[config.mk]
export PLATFORM = sky130hd
export DESIGN_NAME = multiplicador_param
export DESIGN_NICKNAME = d
export VERILOG_FILES = /design/src/rtl/multiplicador_param.sv
export SDC_FILE = /design/constraint.sdc
export NUM_CORES = 1
export LEC_CHECK = 0
export CORE_MARGIN = 4
export CORE_UTILIZATION = 50
export DETAILED_ROUTE_END_ITERATION = 8
export MAX_ROUTING_LAYER = met4
export PLACE_DENSITY_LB_ADDON = 0.05
export SYNTH_ARGS = -nofsm -noshare
export SYNTH_HDL_FRONTEND = slang
export SYNTH_SLANG_ARGS = --single-unit
[constraint.sdc]
create_clock -name Clk -period 3.5 [get_ports Clk]
set_clock_uncertainty 0.05 [all_clocks]
set_input_delay 0.7 -clock Clk [delete_from_list [all_inputs] [get_ports Clk]]
set_output_delay 0.7 -clock Clk [all_outputs]
set_load 0.005 [all_outputs]
[src/rtl/multiplicador_param.sv]
// -----------------------------------------------------------------------------
// multiplicador_param
//   Sequential shift-add multiplier with a parameterised operand width.
//   It retires one product bit per cycle and supports signed or unsigned
//   operands, selected per operation. The product is registered and holds
//   its value between operations. A Start/Idle/Done handshake lets the
//   datapath control FSM drive the unit.
//
//   Each operation runs IDLE -> CALC (WIDTH cycles) -> FIX (1) -> DONE (1) -> IDLE.
//   For signed operations the core multiplies the operand magnitudes, and FIX
//   applies the sign. Any width therefore reuses one unsigned datapath.
//
// Parameters
//   WIDTH          operand width in bits (>= 2); the product is 2*WIDTH bits
//
// Ports
//   Clk            clock; all state changes on the rising edge
//   Rst            synchronous active-high reset; overrides St
//   St             start request, sampled only while idle
//   Sgn            1 = two's complement operands, 0 = unsigned (sampled with St)
//   Multiplicador  multiplier operand (sampled with St)
//   Multiplicando  multiplicand operand (sampled with St)
//   Produto        registered product; changes only on FIX->DONE or reset
//   Idle           high while ready to accept St
//   Done           one-cycle pulse; Produto was updated on the edge that raised it
// -----------------------------------------------------------------------------
module multiplicador_param #(
    parameter int WIDTH = 16
) (
    input  logic                 Clk,
    input  logic                 Rst,
    input  logic                 St,
    input  logic                 Sgn,
    input  logic [WIDTH-1:0]     Multiplicador,
    input  logic [WIDTH-1:0]     Multiplicando,
    output logic [2*WIDTH-1:0]   Produto,
    output logic                 Idle,
    output logic                 Done
);

    // Iteration counter width, derived from WIDTH.
    localparam int CNT_W = $clog2(WIDTH + 1);

    localparam logic [1:0] S_IDLE = 2'd0;
    localparam logic [1:0] S_CALC = 2'd1;
    localparam logic [1:0] S_FIX  = 2'd2;
    localparam logic [1:0] S_DONE = 2'd3;

    localparam logic [WIDTH-1:0]   ONE_W  = {{(WIDTH-1){1'b0}}, 1'b1};
    localparam logic [2*WIDTH-1:0] ONE_2W = {{(2*WIDTH-1){1'b0}}, 1'b1};
    localparam logic [CNT_W-1:0]   CNT_1  = CNT_W'(1);
    localparam logic [CNT_W-1:0]   CNT_LD = CNT_W'(WIDTH);

    logic [1:0]         state;
    logic [1:0]         state_nxt;
    logic [CNT_W-1:0]   cnt;
    logic [2*WIDTH-1:0] acc;     // {partial product high half, remaining multiplier bits}
    logic [WIDTH-1:0]   mag_b;   // multiplicand magnitude, held for the whole operation
    logic               neg;     // result sign for signed operations

    // Operand magnitudes at load time. -2^(WIDTH-1) negates to itself, and
    // reading that as unsigned gives the correct magnitude 2^(WIDTH-1). No
    // extra bit is needed.
    logic               a_neg;
    logic               b_neg;
    logic [WIDTH-1:0]   mag_a_in;
    logic [WIDTH-1:0]   mag_b_in;

    always_comb begin
        a_neg    = Sgn & Multiplicador[WIDTH-1];
        b_neg    = Sgn & Multiplicando[WIDTH-1];
        mag_a_in = a_neg ? (~Multiplicador + ONE_W) : Multiplicador;
        mag_b_in = b_neg ? (~Multiplicando + ONE_W) : Multiplicando;
    end

    // One shift-add step. The sum is WIDTH+1 bits wide so the carry out of
    // the high half is kept. The carry moves into the top bit during the
    // right shift, which keeps the magnitude product exact in 2*WIDTH bits.
    logic [WIDTH:0]     sum;
    logic [2*WIDTH-1:0] acc_step;

    always_comb begin
        sum      = {1'b0, acc[2*WIDTH-1:WIDTH]} + (acc[0] ? {1'b0, mag_b} : '0);
        acc_step = {sum, acc[WIDTH-1:1]};
    end

    // Sign fix-up. Negating a zero magnitude gives zero, so a signed zero
    // product stays +0.
    logic [2*WIDTH-1:0] prod_fix;

    always_comb begin
        prod_fix = neg ? (~acc + ONE_2W) : acc;
    end

    // Next-state logic. CALC exits after the step where the counter goes
    // from 1 to 0, which gives exactly WIDTH steps.
    always_comb begin
        state_nxt = state;
        case (state)
            S_IDLE:  if (St) state_nxt = S_CALC;
            S_CALC:  if (cnt == CNT_1) state_nxt = S_FIX;
            S_FIX:   state_nxt = S_DONE;
            S_DONE:  state_nxt = S_IDLE;
            default: state_nxt = S_IDLE;
        endcase
    end

    always_ff @(posedge Clk) begin
        if (Rst) begin
            state   <= S_IDLE;
            cnt     <= '0;
            acc     <= '0;
            mag_b   <= '0;
            neg     <= 1'b0;
            Produto <= '0;
        end else begin
            state <= state_nxt;
            case (state)
                S_IDLE: begin
                    if (St) begin
                        acc   <= {{WIDTH{1'b0}}, mag_a_in};
                        mag_b <= mag_b_in;
                        neg   <= a_neg ^ b_neg;
                        cnt   <= CNT_LD;
                    end
                end
                S_CALC: begin
                    acc <= acc_step;
                    cnt <= cnt - CNT_1;
                end
                S_FIX: begin
                    Produto <= prod_fix;
                end
                default: ;
            endcase
        end
    end

    // Decode the handshake outputs from the registered state so they do not
    // glitch.
    always_comb begin
        Idle = (state == S_IDLE);
        Done = (state == S_DONE);
    end

endmodule
==> flow_metrics.tcl <==
set metrics [dict create \
    synth_cells 697 \
    grt_pass1_vias 5007 \
    reg2reg_to "acc[27]" \
    timing.slew.headroom_pct 26.5 \
    path_class "reg -> reg" \
    wirelength_mm 14.4 \
    reg2reg_depth 7 \
    reg2reg_slack_ns 0.69 \
    holdBufCountCts 0 \
    ys.flop_type "dfxtp_1" \
    wl_per_cell_um 16.1 \
    path_cells "and2_1 -> ha_1 -> nor2b_1 -> o2111a_1 -> o211a_1 -> or4_1 -> a32o_1" \
    grt_use_total_pct 23.4 \
    dp.cells 876 \
    async_reset_ff_share_pct 0 \
    clkTransAtPathRegs_ns 0.06 \
    cts_resized 0 \
    drt_first_pass_iters 5 \
    nNetsFinal 809 \
    max_slew.worst_pin.slew_ns 1.10 \
    clk_latency_ns 0.34 \
    r2r-start "acc[0]" \
    cts_setup_buffers 0 \
    boundaryPins 70 \
    min_to "mag_b[15]" \
    die_area_um2 13000 \
    drt_iter0_drc 435 \
    drive_above_1_share_pct 5.32 \
    antenna_left 0 \
    syn_area_per_cell_um2 8.06 \
    grt_antenna_before_repair 0 \
    grt_pass1_wl_mm 24.4 \
    synth_enable_flop_cells 0 \
    htreeDepth 3 \
    synth.most_common_cell "dfxtp_1" \
    power_mw 4.37 \
    max_cap_viol_count 0 \
    rsz0062_at_grt "false" \
    hold_viol_final 0 \
    synth_area_leaders "dfxtp_1 (31%), xor2_1 (5.8%), ha_1 (5.6%)" \
    crit_buf_inv 0 \
    area_growth_pct 19.2 \
    crit_slowest_cell "dfxtp_1" \
    cts-root-buf "clkbuf_16" \
    ir_drop_v 0.000467 \
    slowest_delay_ns 0.67 \
    arrival_ns 2.99 \
    power.density_nw_per_um2 653 \
    num_rows 38 \
    ys_seq_elements 88 \
    hpwlAfterDp_mm 11.0 \
    drc 0 \
    multiInputGateArea_um2 3600 \
    filler_cell_count 1022 \
    die_h_um 114 \
    hp-start "mag_b[15]" \
    fin_setup_tns_ns 0 \
    cp.required_ns 3.68 \
    whs_path_depth 2 \
    min_period_ns 2.81 \
    utilization_pct 61.2 \
    hold_class "reg -> reg" \
    cts-buffers-inserted 9 \
    crit_path_max_fanout 21 \
    worstSetupEndpointType "flip-flop" \
    finalSetupViolCount 0 \
    start_kind "flip-flop" \
    cts_tree "done" \
    synth_top_area_cell "dfxtp_1" \
    vias 5245 \
    cp_top_family "simple AND/OR/NAND/NOR gates" \
    synth_commonest_cells "dfxtp_1 (88), nor2_1 (68), nand2_1 (59), o21ai_0 (43), clkbuf_1 (38)" \
    ys_warn_count 0 \
    overflow 0 \
    chipWidth_um 114 \
    register_area_um2 1760 \
    viasPerCell 5.88 \
    grt_max_degree 31 \
    ys_seq_area_share_pct 31.4 \
    syn_nets 759 \
    synth.top_cell.area_share_pct 31.4 \
    fin_crit_sh_pct 80.3 \
    syn_area_um2 5620 \
    clockBufferDepth 2 \
    core_um2 10900 \
    fmax_ghz 0.356 \
    drv_slew 0 \
    port-buffer-count 69 \
    stdcell_count 892 \
    ys_types 64 \
    cellLeakagePower_nw 2.56 \
    gp_congestion 0.945 \
    start_util_pct 51.4 \
    status "finished clean" \
    cts.sinks 88 \
    n_antenna_cell 0 \
]
how the worst max path moves through the flow:
stage | startpoint | end | slack (ns) | cells after the start
final | acc[0] | acc[27] | 0.69 | 7
after global routing | acc[0] | acc[31] | 0.42 | 9
after CTS | acc[0] | acc[27] | 0.68 | 7
after detailed placement | Multiplicador[9] | acc[14] | 0.48 | 6
after global placement | Multiplicador[9] | acc[14] | 0.53 | 6
after floorplan | acc[0] | acc[27] | 0.86 | 11
state kept, by name (all words and copies together) (netlist names):
| signal | cells |
|---|---|
| Produto | 32 |
| acc | 32 |
| cnt | 5 |
| mag_b | 16 |
| neg | 1 |
| state | 2 |
power by group:
part           internal [mW]  total, mW  switching, mW
combinational          0.806       1.92           1.11
sequential              1.23       1.48          0.250
clock                  0.557      0.969          0.411
total                   2.59       4.37           1.78
layout by cell type (no fill, tap or decap), types with 3 or more instances in the layout:
cell type and instances:
a211oi_1 27, a21o_1 5, a21oi_1 37, a222oi_1 4, a22oi_1 5, a311oi_1 5, a31oi_1 10, a41oi_1 3
and2_1 21, and3_1 5, buf_4 12, clkbuf_16 9, clkdlybuf4s50_1 68, dfxtp_1 88, ha_1 25, inv_1 24
mux2i_1 13, nand2_1 59, nand2b_1 8, nand3_1 15, nand3b_1 3, nor2_1 68, nor2b_1 14, nor3_1 13
nor3b_1 6, nor4_1 6, o211ai_1 7, o21ai_0 43, o22ai_1 5, o31ai_1 12, o41ai_1 11, or2_2 3
or3_1 11, or4_1 7, xnor2_1 20, xor2_1 37
kinds of logic after synthesis:
kind of cell               Yosys count  synth area share, %
AOI/OAI and AO/OA                  195                 23.8
xor gates and xnor gates            57                 8.89
adders and majority gates           26                 5.92
buffers and inverters               66                 4.59
DFF                                 88                 31.4
muxes                               14                 2.52
and+or+nand+nor                    251                 22.9
worst register-to-register path, delay by kind of cell (launching register included):
kind                     cells  cell delay [ns]
AND/OR/NAND/NOR              3             0.87
AO/OA/AOI/OAI                3             0.84
flip-flops                   1             0.67
adder cells (fa/ha/maj)      1             0.27
metrics by stage:
stage | setup slack (ns) | instance area, um2 | hold slack, ns
3_5_place_dp | 0.480 | 6400 | 0.394
2_1_floorplan | 0.856 | 5620 | 0.377
4_1_cts | 0.676 | 6700 | 0.402
5_1_grt | 0.423 | 6700 | 0.431
3_3_place_gp | 0.534 | 6400 | 0.387
6_report | 0.688 | 6700 | 0.403
cell type report:
cell class	count	share of cell area, %
clock buffers	10	3.42
flip-flops and latches	88	26.3
repair buffers	81	11.6
multi-input cells	543	53.7
clock inverters	6	0.990
well taps	140	2.62
inverters	24	1.35
routing by layer:
metal	vias up	part of all wire [%]	global-route usage, %
met3	15	5.3	3.61
met4	0	1.1	5.62
met1	2446	50	33.4
li1	2636	-	-
met2	148	43	34.7
met5	-	0	-
No activity file was read; power rests on OpenSTA's default activity.
